==> src/rtl/dpram_write_arbiter.sv <==
// dpram_write_arbiter
// Arbitrates two valid/ready request streams onto the two ports of a
// dual-port RAM. Same-address write-write collisions are resolved with
// alternating priority. Read responses return two cycles after accept. A
// read that is accepted together with a write to the same address on the
// other port gets that write's data forwarded.
module dpram_write_arbiter #(
    parameter int DATA_WIDTH = 8,
    parameter int ADDR_WIDTH = 4,
    parameter int CNT_WIDTH  = 16
) (
    input  logic                  clk,
    input  logic                  rst_n,

    input  logic                  req_valid_a,
    output logic                  req_ready_a,
    input  logic                  req_we_a,
    input  logic [ADDR_WIDTH-1:0] req_addr_a,
    input  logic [DATA_WIDTH-1:0] req_din_a,

    input  logic                  req_valid_b,
    output logic                  req_ready_b,
    input  logic                  req_we_b,
    input  logic [ADDR_WIDTH-1:0] req_addr_b,
    input  logic [DATA_WIDTH-1:0] req_din_b,

    output logic                  rsp_valid_a,
    output logic [DATA_WIDTH-1:0] rsp_data_a,
    output logic                  rsp_valid_b,
    output logic [DATA_WIDTH-1:0] rsp_data_b,

    output logic                  ram_we_a,
    output logic [ADDR_WIDTH-1:0] ram_addr_a,
    output logic [DATA_WIDTH-1:0] ram_din_a,
    input  logic [DATA_WIDTH-1:0] ram_dout_a,

    output logic                  ram_we_b,
    output logic [ADDR_WIDTH-1:0] ram_addr_b,
    output logic [DATA_WIDTH-1:0] ram_din_b,
    input  logic [DATA_WIDTH-1:0] ram_dout_b,

    output logic                  conflict_pulse,
    output logic [CNT_WIDTH-1:0]  conflict_cnt
);

    logic                  conflict;
    logic                  prio;
    logic                  acc_a;
    logic                  acc_b;
    logic                  same_addr;
    logic                  fwd_hit_a;
    logic                  fwd_hit_b;

    logic                  s1_valid_a;
    logic                  s1_fwd_a;
    logic [DATA_WIDTH-1:0] s1_fdata_a;
    logic                  s2_fwd_a;
    logic [DATA_WIDTH-1:0] s2_fdata_a;

    logic                  s1_valid_b;
    logic                  s1_fwd_b;
    logic [DATA_WIDTH-1:0] s1_fdata_b;
    logic                  s2_fwd_b;
    logic [DATA_WIDTH-1:0] s2_fdata_b;

    assign same_addr = (req_addr_a == req_addr_b);
    assign conflict  = req_valid_a & req_valid_b & req_we_a & req_we_b & same_addr;

    // prio=0 lets A win a collision, prio=1 lets B win
    assign req_ready_a = !(conflict & prio);
    assign req_ready_b = !(conflict & !prio);

    assign acc_a = req_valid_a & req_ready_a;
    assign acc_b = req_valid_b & req_ready_b;

    // Cross-port read of an address being written in the same cycle: the
    // RAM is read-first, so it would return the old word
    assign fwd_hit_a = acc_a & !req_we_a & acc_b & req_we_b & same_addr;
    assign fwd_hit_b = acc_b & !req_we_b & acc_a & req_we_a & same_addr;

    // Collision bookkeeping: priority toggle, saturating count, pulse
    always_ff @(posedge clk or negedge rst_n) begin
        if (!rst_n) begin
            prio           <= 1'b0;
            conflict_cnt   <= '0;
            conflict_pulse <= 1'b0;
        end else begin
            conflict_pulse <= conflict;
            if (conflict) begin
                prio <= !prio;
                if (conflict_cnt != '1)
                    conflict_cnt <= conflict_cnt + CNT_WIDTH'(1);
            end
        end
    end

    // RAM command stage; address and data hold between accepts
    always_ff @(posedge clk or negedge rst_n) begin
        if (!rst_n) begin
            ram_we_a   <= 1'b0;
            ram_addr_a <= '0;
            ram_din_a  <= '0;
            ram_we_b   <= 1'b0;
            ram_addr_b <= '0;
            ram_din_b  <= '0;
        end else begin
            ram_we_a <= acc_a & req_we_a;
            ram_we_b <= acc_b & req_we_b;
            if (acc_a) begin
                ram_addr_a <= req_addr_a;
                ram_din_a  <= req_din_a;
            end
            if (acc_b) begin
                ram_addr_b <= req_addr_b;
                ram_din_b  <= req_din_b;
            end
        end
    end

    // Read response pipeline; stage 2 lines up with the RAM's registered dout
    always_ff @(posedge clk or negedge rst_n) begin
        if (!rst_n) begin
            s1_valid_a  <= 1'b0;
            s1_fwd_a    <= 1'b0;
            s1_fdata_a  <= '0;
            rsp_valid_a <= 1'b0;
            s2_fwd_a    <= 1'b0;
            s2_fdata_a  <= '0;
            s1_valid_b  <= 1'b0;
            s1_fwd_b    <= 1'b0;
            s1_fdata_b  <= '0;
            rsp_valid_b <= 1'b0;
            s2_fwd_b    <= 1'b0;
            s2_fdata_b  <= '0;
        end else begin
            s1_valid_a <= acc_a & !req_we_a;
            s1_fwd_a   <= fwd_hit_a;
            if (fwd_hit_a)
                s1_fdata_a <= req_din_b;
            rsp_valid_a <= s1_valid_a;
            s2_fwd_a    <= s1_fwd_a;
            s2_fdata_a  <= s1_fdata_a;

            s1_valid_b <= acc_b & !req_we_b;
            s1_fwd_b   <= fwd_hit_b;
            if (fwd_hit_b)
                s1_fdata_b <= req_din_a;
            rsp_valid_b <= s1_valid_b;
            s2_fwd_b    <= s1_fwd_b;
            s2_fdata_b  <= s1_fdata_b;
        end
    end

    // Response data is zero outside a valid strobe, so it also reads 0 in reset
    assign rsp_data_a = rsp_valid_a ? (s2_fwd_a ? s2_fdata_a : ram_dout_a) : '0;
    assign rsp_data_b = rsp_valid_b ? (s2_fwd_b ? s2_fdata_b : ram_dout_b) : '0;

endmodule

==> config.mk <==
export PLATFORM = sky130hd
export DESIGN_NAME = dpram_write_arbiter
export DESIGN_NICKNAME = d
export VERILOG_FILES = /design/src/rtl/dpram_write_arbiter.sv
export SDC_FILE = /design/constraint.sdc
export NUM_CORES = 1
export LEC_CHECK = 0
export BUFFER_PORTS_ARGS = -buffer_cell sky130_fd_sc_hd__buf_2
export CAP_MARGIN = 20
export CORE_UTILIZATION = 50
export DETAILED_ROUTE_END_ITERATION = 16
export PLACE_DENSITY = 0.81
export SYNTH_ARGS = -nofsm -noshare
export SYNTH_HDL_FRONTEND = slang
export SYNTH_SLANG_ARGS = --single-unit
==> constraint.sdc <==
create_clock -name clk -period 2.3 [get_ports clk]
set_input_delay 0.115 -clock clk [delete_from_list [all_inputs] [get_ports clk]]
set_output_delay 0.115 -clock clk [all_outputs]
set_load 0.05 [all_outputs]
; ---- Yosys cells after proc, flatten, opt, wreduce, memory -nomap -nowiden
; Cells that the tools add are included.
[word_totals]
in_bits = 46
wordCells = 52
output_inout_bits = 63
register_bits = 84
[classes]
add_sub_neg = 1
reduce_logical = 6
eq_ne = 2
n_bitwise = 18
n_mux = 4
[op_table]
columns = cell, n
row1 = two-way mux 8 bit, 4
row2 = AND 1 bit, 18
row3 = adder 16 x 1 -> 16 bit (second input constant), 1
row4 = inequality test 16 bit (second input constant), 1
row5 = zero test 1 bit, 5
row6 = equality test 4 bit, 1
row7 = AND reduction 2 bit, 1

; ---- Depth between registers and ports, before layout
; Gate-level depths: netlist of run 1.
[logic_depth]
depth_word = 11
mapped_depth = 7
depth_no_buf = 6

; ---- Least setup slack after synthesis of run 1
; Ideal clock, no wire load.
[synth_timing]
kind = register to register
startpoint = reg conflict_cnt[7]
endpoint = reg conflict_cnt[1]
required_time_ns = 2.175
setup_ns = 0.125
n_path_buf = 1
t_arrival_ns = 2.031
synth_period_minus_slack_ns = 2.156
path_slack_ns = 0.144
stages_incl_launch_ff = 6
cell_sequence = dfrtp_1 nand4_1 or4_1 nand4_1 buf_6 mux2_4
[synth_between]
elab_chain_len = 2
[synth_rtl]
columns = element, line
row1 = start: declaration, 43  ; output logic [CNT_WIDTH-1:0] conflict_cnt
row2 = start signal: assignment, 92  ; conflict_cnt <= conflict_cnt + CNT_WIDTH'(1);
row3 = inequality test 16 bit, 91  ; if (conflict_cnt != '1)
row4 = AND reduction 2 bit (no source line), -
; Every way passes these cells.
; A chain may end at the register's enable or synchronous reset.

; ---- Worst setup path after layout of run 1
; Same ends and word-level chain as after synthesis.

==> summary.txt, run 1 <==
Detailed routing
  – Number of vias per cell: about 5
  – # DRC: 16
  – Drt wl/cell: 14.63 um
  – ANT nets after route: 0
  – Via Count: between 2,000 and 2,500
  – Detailed Route Iter0 Violations: 90
  – Drt total wl: 6409 um
  – Pre-antenna DRT Iters: 10

Setup path
  – Setup slack, reg-to-reg: 0.20 ns
  – Critical path launch point type: register
  – Critical Path Sink Type: register
  – WS Path Type: reg2reg
  – Critical path fanouts, max: 11
  – CP arrival: 2.33 ns
  – R2R Path End: conflict_cnt[1]
  – Reg2reg start: conflict_cnt[7]
  – Data required, critical path: approximately 2.5 ns
  – Reg2Reg Depth: 4

Clock tree
  – Clock sink total: 84
  – TritonCTS clock tree: done
  – Num CTS Buffers: 9
  – Root Buffer: clkbuf_8
  – CTS Buffer Depth: 2
  – Worst-path clk slew: roughly 0.080 ns
  – Setup bufs post-CTS: 0
  – H-tree levels: 3
  – Worst-Skew Late Latency: approximately 0.34 ns

Final layout
  – Most common library cell in the layout ignoring fill and taps: buf_2
  – Post-route design area: 4223 um^2
  – Final core occ: 0.6575
  – Final #Nets: approximately 400
  – Commonest non-fill, non-tap cells in the layout: buf_2 (107), dfrtp_1 (84), mux2_2 (40)
  – Diodes inserted: 0
  – Syn-to-layout area delta: 25.79%
  – Share of layout cells above drive strength 1: 0.4709

Floorplan
  – Ports: around 110
  – Chip width: about 84 um
  – Die extent in y: between 80 and 90 um
  – Total die area: between 7000 and 8000 um^2
  – # rows: 29
  – Area of the core: around 6400 um^2
  – Starting Density: 0.5227

Yosys
  – Synth warn: 0
  – #FFs+latches synth: 84
  – Syn Inst Count: 238
  – Count of cell types in the netlist: 26
  – Mapped Area: about 3400 um^2
  – Avg Inst Size Synth: approximately 14 um^2
  – Syn Nets: approximately 290
  – Seq/Total Area, Yosys: 0.6262

Timing
  – Max Freq: between 400 and 500 MHz
  – Fin crit share: 0.9126
  – Fin worst setup slack: 0.2010 ns
  – Clk_skew: 0.008295 ns
  – Slew @ Worst Pin: between 0.5 and 0.6 ns
  – RSZ-0062 raised after global routing: false
  – Slew margin rel.: 0.6324
  – Fin. max-slew vios: 0
  – Setup TNS: 0 ns
  – Final Hold Viols: 0
  – Min cycle time layout: around 2.1 ns
  – Setup violators final: 0

GRT
  – Grt peak-use layer: met2
  – Vias in the first global route: ~2,200
  – First-pass GRT wire length: 10,940 um
  – GRT Total Usage: 0.2039
  – GR Util met2: 0.3197
  – GR Util met3: 0.05440
  – Initial antenna violation count: 0
  – Gr ovfl total: 0
  – Largest net degree at the start of global routing: 85
  – GRT met1 Usage: 0.2694

Outcome
  – Failing checks: DRC
  – Status: finished, violations left

Worst hold path
  – Worst hold endpoint: s1_fdata_a[0]
  – Startpoint of the worst hold path: req_din_b[0]
  – Type of the most critical hold path: in2reg
  – WHS Path Cells: 2

Place
  – Half-perimeter wire length after placement: about 4600 um
  – Placed inst area: around 4000 um^2
  – Port Buf Inserts: 108
  – GP Congestion: 0.7721
  – Post-placement worst setup slack: roughly 0.21 ns

Flow run
  – Maximum capacitance violations: 0

Power and ir drop
  – VDD IR max: around 0.34 mV
  – Leakage power: about 2.2 nW
  – Pwr Density: 761.6 nW/um^2
==> worst max-delay path by stage <==
stage	slack, ns	from	to
floorplan	0.14	conflict_cnt[7]	conflict_cnt[1]
global placement	0.32	conflict_cnt[7]	conflict_cnt[1]
detailed placement	0.21	conflict_cnt[7]	conflict_cnt[1]
CTS	0.19	conflict_cnt[7]	conflict_cnt[1]
global route	0.04	conflict_cnt[7]	conflict_cnt[15]
finish	0.20	conflict_cnt[7]	conflict_cnt[1]
==> power by group <==
group	switching, mW	internal (mW)	total, mW
clock network	0.485	0.553	1.04
logic	0.350	0.169	0.519
registers	0.0597	1.60	1.66
total	0.895	2.32	3.22
==> registers in the layout, summed over array words and instances, names as in the netlist, 4 cells and up <==
register / cells
ram_din_b: 8
conflict_cnt: 16
s2_fdata_b: 8
s1_fdata_a: 8
s1_fdata_b: 8
s2_fdata_a: 8
ram_addr_a: 4
ram_addr_b: 4
ram_din_a: 8
==> timing repair <==
action | 4_1_cts | 5_1_grt
hold buffers | 3 | 0
endpoints found under the hold margin | 86 | 0
resized for setup | 0 | 0
==> layer usage <==
metal	share of wire	vias to the layer above
li1	-	1063
met1	0.43	1110
met2	0.49	74
met3	0.065	8
met4	0.013	0
met5	0	-
==> metrics by stage <==
stage          power, mW  hold slack (ns)  std cells
6_report           3.216          0.01313        438
3_3_place_gp       2.193           0.1772        419
2_1_floorplan      2.028          -0.1806        238
4_1_cts            3.246         0.007405        438
5_1_grt            3.362         0.003592        438
3_5_place_dp       2.211           0.1760        419
==> critical path: stages (launching register included) <==
cell	delay, ns
dfrtp_1	0.44
nand4_1	0.22
or4_1	0.62
nand4_1	0.38
mux2_4	0.34
==> synthesized netlist by cell type <==
cell / count / share of area
and4_1: 1 / 0.0026
inv_1: 2 / 0.0022
clkbuf_1: 3 / 0.0034
nor3_4: 1 / 0.0048
mux2_4: 1 / 0.0045
nand2_1: 6 / 0.0067
and3_2: 1 / 0.0022
mux2i_1: 16 / 0.048
nand3_1: 7 / 0.010
xor2_1: 13 / 0.034
ha_1: 1 / 0.0037
nor2_1: 6 / 0.0067
xnor2_1: 7 / 0.018
nor2b_1: 19 / 0.035
dfrtp_1: 84 / 0.63
and2_1: 3 / 0.0056
buf_2: 2 / 0.0030
or2b_2: 1 / 0.0026
nor3_1: 4 / 0.0060
or4_1: 1 / 0.0022
and3_1: 6 / 0.011
nand4_1: 9 / 0.017
nor4_1: 1 / 0.0019
buf_6: 1 / 0.0034
nand3b_1: 2 / 0.0045
mux2_2: 40 / 0.13
==> area by class of cell <==
class | instances | area, um^2
clock buffer | 11 | 151.4
clock inverter | 5 | 50.05
fill | 484 | 2200
inverter | 2 | 7.507
multi-input combinational | 146 | 1215
sequential | 84 | 2102
tap | 77 | 96.34
timing repair buffer | 113 | 600.6
==> cell families after synthesis <==
family	after synthesis	synth area share
DFF	84	0.6262
buffers and inverters	8	0.01193
adders and majority gates	1	0.003727
muxes	57	0.1864
xor gates and xnor gates	20	0.05218
and+or+nand+nor	68	0.1196
Power figures use the tool's default switching activity.
==> run 2: changes to the inputs <==
- CORE_ASPECT_RATIO: default -> 0.7
==> run 2 against run 1 <==
Net effect:
- combinational power increased by 3%
- final cell count increased by 5.0%
- largest power group unchanged
- the run now ends clean
- power increased by 1.6%
- critical path depth unchanged
- largest cell class unchanged
- highest routed layer unchanged
- sequential power about the same
==> summary.txt, run 2 (same netlist as run 1, synthesis figures left out) <==
Final layout
  – Non-Filler Instances: between 400 and 500
  – Filler Cell Count: ~480
  – Top reg by flops: conflict_cnt
  – Diodes inserted: 0
  – Most common library cell in the layout ignoring fill and taps: buf_2
  – Commonest non-fill, non-tap cells in the layout: buf_2 (107), dfrtp_1 (84), mux2_2 (40)
  – Area of the multi-input gates: between 1000 and 1500 um^2
  – Largest register FFs: 16
  – Share of layout cells above drive strength 1: 0.4607
  – Syn-to-layout area delta: 28.92%
  – Post-route design area: approximately 4300 um^2
  – Storage cell area: 2102 um^2
  – Final #Nets: 411

Floorplan
  – Starting Density: 0.5273
  – Total die area: ~7100 um^2
  – Chip width: approximately 100 um
  – Die extent in y: 70.56 um
  – Area of the core: 6366 um^2
  – # rows: 24
  – Ports: 109

Clock tree
  – Worst-path clk slew: about 0.09 ns
  – H-tree levels: 3
  – # hold bufs at CTS: 8
  – Num CTS Buffers: 9
  – Root Buffer: clkbuf_8
  – Clock sink total: 84
  – CTS Buffer Depth: 2
  – Setup bufs post-CTS: 0
  – Post-cts sizing count: 0
  – TritonCTS clock tree: done
  – Worst-Skew Late Latency: between 0.3 and 0.4 ns

Setup path
  – R2R Path End: conflict_cnt[1]
  – Setup slack, reg-to-reg: between 0.2 and 0.25 ns
  – WS Path Type: reg2reg
  – Data required, critical path: around 2.5 ns
  – Critical path launch point type: register
  – Reg2reg start: conflict_cnt[7]
  – CP arrival: around 2.3 ns
  – Critical Path Sink Type: register
  – Reg2Reg Depth: 4
  – CP startpoint: conflict_cnt[7]
  – Critical path fanouts, max: 11

Timing
  – Fin worst setup slack: between 0.2 and 0.25 ns
  – Final Hold Viols: 0
  – Slew @ Worst Pin: 0.6380 ns
  – Max Freq: approximately 480 MHz
  – Min cycle time layout: 2.094 ns
  – Clk_skew: between 0.009 and 0.01 ns
  – Slew margin rel.: 0.5747
  – Setup violators final: 0
  – Fin crit share: 0.9105
  – Fin. max-slew vios: 0
  – RSZ-0062 raised after global routing: false
  – Setup TNS: 0 ns

Place
  – Post-placement worst setup slack: 0.2202 ns
  – Placed inst area: 4009 um^2
  – GP Congestion: 0.8517
  – Placed cells: 433
  – Port Buf Inserts: between 100 and 150
  – Half-perimeter wire length after placement: between 4000 and 5000 um

Detailed routing
  – Pre-antenna DRT Iters: 4
  – ANT nets after route: 0
  – Drt wl/cell: 15.03 um
  – Via Count: approximately 2,300
  – Detailed Route Iter0 Violations: 86
  – Drt total wl: slightly below 7000 um
  – Number of vias per cell: 5.009
  – # DRC: 0

GRT
  – GR Util met2: 0.3410
  – Largest net degree at the start of global routing: between 40 and 50
  – GRT Total Usage: 0.2145
  – GR Util met3: 0.06324
  – Vias in the first global route: approximately 2,400
  – GRT met1 Usage: 0.2768
  – Gr ovfl total: 0
  – Initial antenna violation count: 0
  – Grt peak-use layer: met2
  – First-pass GRT wire length: 11,250 um

Worst hold path
  – Startpoint of the worst hold path: req_din_b[6]
  – Worst hold endpoint: s1_fdata_a[6]
  – Type of the most critical hold path: in2reg
  – WHS Path Cells: 2

Power and ir drop
  – VDD IR max: 0.3866 mV
  – Pwr Density: 755.3 nW/um^2
  – Leakage power: roughly 2.2 nW

Outcome
  – Status: finished clean

Flow run
  – Maximum capacitance violations: 0
[run 2: cell count changes in the layout (fill, tap and decap cells not counted), sizes merged]
cell / previous run / this run
clkinvlp: 0 / 2
clkbuf: 11 / 10
clkinv: 4 / 1
inv: 2 / 4
dlygate4sd3: 3 / 11
[run 2: per-stage QoR]
| step | hold WS [ns] | util | power, mW |
|---|---|---|---|
| CTS | 0.0002347 | 0.6751 | 3.301 |
| detailed placement | 0.1648 | 0.6297 | 2.215 |
| floorplan | -0.1806 | - | 2.028 |
| global placement | 0.1583 | 0.6297 | 2.194 |
| finish | 0.01140 | 0.6798 | 3.269 |
| global route | 0.001046 | 0.6798 | 3.401 |
[run 2: critical path, cell delays in order (launching register included)]
cell and delay (ns):
dfrtp_1 0.45, nand4_1 0.19, or4_1 0.60, nand4_1 0.40
mux2_4 0.34
[run 2: how the worst max path moves through the flow]
stage | endpoint | cells after the start
final | conflict_cnt[1] | 4
after global routing | conflict_cnt[13] | 6
after CTS | conflict_cnt[1] | 4
after detailed placement | conflict_cnt[1] | 4
after global placement | conflict_cnt[1] | 4
after floorplan | conflict_cnt[1] | 5
[run 2: routing by layer]
layer / part of all wire / up-vias
li1: - / 1076
met5: 0 / -
met2: 0.49 / 81
met3: 0.059 / 7
met4: 0.0098 / 0
met1: 0.44 / 1140
[run 2: layout make-up]
type	instances	share of cell area
repair buffers	121	0.1573
clock buffers	10	0.03180
multi-input cells	146	0.2807
well taps	91	0.02631
inverters	2	0.001735
flip-flops and latches	84	0.4857
clock inverters	6	0.01648
[run 2: where the power goes]
part | internal, mW | leakage [nW] | switching (mW) | total, mW
Combinational | 0.178 | 1.02 | 0.356 | 0.534
Sequential | 1.60 | 1.10 | 0.0627 | 1.66
Clock | 0.540 | 0.0995 | 0.534 | 1.07
==> run 3: changes to the inputs <==
- CORE_MARGIN: default -> 2
==> run 3 against run 2 <==
Net effect:
- register-to-register slack gained 0.13 ns
- fmax grew 6.7%
- combinational power shrank 0.9%
- power shrank 1.2%
- via count grew 0.17%
==> summary.txt, run 3 (same netlist as run 1, synthesis figures left out) <==
Final layout
  – Share of layout cells above drive strength 1: 0.4661
  – Most common library cell in the layout ignoring fill and taps: buf_2
  – Final #Nets: between 400 and 500
  – Filler Cell Count: about 470
  – Commonest non-fill, non-tap cells in the layout: buf_2 (107), dfrtp_1 (84), mux2_2 (40)
  – Largest register FFs: 16
  – Diodes inserted: 0
  – Top reg by flops: conflict_cnt
  – Syn-to-layout area delta: 28.48%
  – Non-Filler Instances: 460

Floorplan
  – # rows: 24
  – Starting Density: 0.5273
  – Chip width: between 100 and 150 um
  – Die extent in y: 72.56 um
  – Total die area: around 7400 um^2
  – Area of the core: approximately 6400 um^2
  – Ports: ~110

GRT
  – First-pass GRT wire length: 11,130 um
  – Vias in the first global route: approximately 2,300
  – Initial antenna violation count: 0
  – Gr ovfl total: 0
  – Largest net degree at the start of global routing: 85
  – GRT Total Usage: 0.2003

Detailed routing
  – Detailed Route Iter0 Violations: 65
  – ANT nets after route: 0
  – Metal-1 WL: 3139 um
  – # DRC: 0
  – Top layer in use: met4
  – Met2 routed wirelength: ~3200 um
  – Pre-antenna DRT Iters: 4
  – Drt wl/cell: around 15 um
  – Drt total wl: between 6000 and 7000 um
  – Via Count: roughly 2,300
  – Met3 routed WL: between 400 and 500 um
  – Number of vias per cell: roughly 5

Clock tree
  – CTS Buffer Depth: 2
  – Worst-path clk slew: 0.08 ns
  – TritonCTS clock tree: done
  – H-tree levels: 3
  – Worst-Skew Late Latency: between 0.3 and 0.4 ns
  – Post-cts sizing count: 0
  – Root Buffer: clkbuf_8
  – Clock sink total: between 80 and 90
  – Num CTS Buffers: 9

Timing
  – Clk_skew: around 0.008 ns
  – Slew margin rel.: 0.6053
  – Fin crit share: 0.8531
  – RSZ-0062 raised after global routing: false
  – Min cycle time layout: slightly below 2 ns
  – Setup TNS: 0 ns
  – Final Hold Viols: 0
  – Fin. max-slew vios: 0
  – Setup violators final: 0
  – Max Freq: 509.6 MHz
  – Slew @ Worst Pin: 0.5921 ns

Power and ir drop
  – Pwr Density: roughly 750 nW/um^2
  – Leakage power: around 2.2 nW
  – VDD IR max: between 0.4 and 0.5 mV

Flow run
  – Maximum capacitance violations: 0

Setup path
  – Reg2reg start: conflict_cnt[7]
  – Reg2Reg Depth: 5
  – Worst path bufs/invs: 1
  – Crit-path most repeated cell: nand4_1
  – Critical Path Sink Type: register
  – CP top delay family: simple AND/OR/NAND/NOR gates
  – WS Path Type: reg2reg
  – Slowest stage cell, crit path: or4_1
  – R2R Path End: conflict_cnt[1]
  – Critical path launch point type: register
  – Cells along the critical path: nand4_1 -> or4_1 -> nand4_1 -> buf_4 -> mux2_4
  – CP Capture Point: conflict_cnt[1]
  – Crit-path max cell delay: 0.60 ns
  – Setup slack, reg-to-reg: 0.34 ns
  – CP startpoint: conflict_cnt[7]
  – CP arrival: roughly 2.2 ns
  – Critical path fanouts, max: 11
  – Critical path depth: 5
  – Data required, critical path: 2.54 ns

Place
  – Port Buf Inserts: 108
  – Half-perimeter wire length after placement: about 4800 um
  – GP Congestion: around 0.85
  – Placed cells: roughly 430

Outcome
  – Status: finished clean

Worst hold path
  – Type of the most critical hold path: in2reg
## run 3: timing repair
action,in CTS,in global routing
setup buffers,0,2
hold buffers,7,2
hold endpoints to repair,91,2
setup endpoints to repair,0,1
## run 3: worst min path at each step
stage,startpoint,endpoint,slack (ns),cells after the start
5_1_grt,req_din_b[1],ram_din_b[1],0.0006,2
2_1_floorplan,rst_n,conflict_cnt[0],-0.18,0
6_report,req_din_a[6],s1_fdata_b[6],0.01,2
3_5_place_dp,rst_n,ram_din_b[0],0.18,2
3_3_place_gp,rst_n,ram_din_b[0],0.18,2
4_1_cts,req_din_a[5],s1_fdata_b[5],0.0002,2
## run 3: per-layer routing
| layer | vias up | track usage |
|---|---|---|
| li1 | 1076 | - |
| met1 | 1148 | 0.2642 |
| met2 | 73 | 0.3151 |
| met3 | 11 | 0.06455 |
| met4 | 0 | 0.07259 |
| met5 | - | 0 |
## run 3: final cells by class
| type | instances | area, um^2 | area share |
|---|---|---|---|
| Tap cell | 91 | 113.9 | 0.02640 |
| Multi-Input combinational cell | 146 | 1215 | 0.2817 |
| Sequential cell | 84 | 2102 | 0.4874 |
| Clock inverter | 7 | 75.07 | 0.01741 |
| Clock buffer | 9 | 123.9 | 0.02872 |
| Inverter | 2 | 7.507 | 0.001741 |
| Timing Repair Buffer | 121 | 675.6 | 0.1567 |
## run 3: worst reg2reg max path, delay by kind of cell (launching register included)
| kind | cells | cell delay (ns) |
|---|---|---|
| DFF | 1 | 0.44 |
| muxes | 1 | 0.31 |
| buffers and inverters | 1 | 0.18 |
| and+or+nand+nor | 3 | 0.92 |
## run 3: metrics by stage
stage / power (mW) / util / hold slack, ns / setup WS, ns / cell area [um^2]
final: 3.229 / 0.6775 / 0.01092 / 0.3378 / 4313
after global placement: 2.194 / 0.6297 / 0.1820 / 0.3377 / 4009
after CTS: 3.261 / 0.6720 / 0.0002087 / 0.2014 / 4278
after detailed placement: 2.212 / 0.6297 / 0.1845 / 0.2069 / 4009
after global routing: 3.375 / 0.6775 / 0.0005709 / 0.2401 / 4313
after floorplan: 2.028 / - / -0.1806 / 0.1437 / 3357
## run 3: where the power goes
part           switching (mW)  internal (mW)
sequential             0.0615           1.60
combinational           0.353          0.176
clock                   0.534          0.507
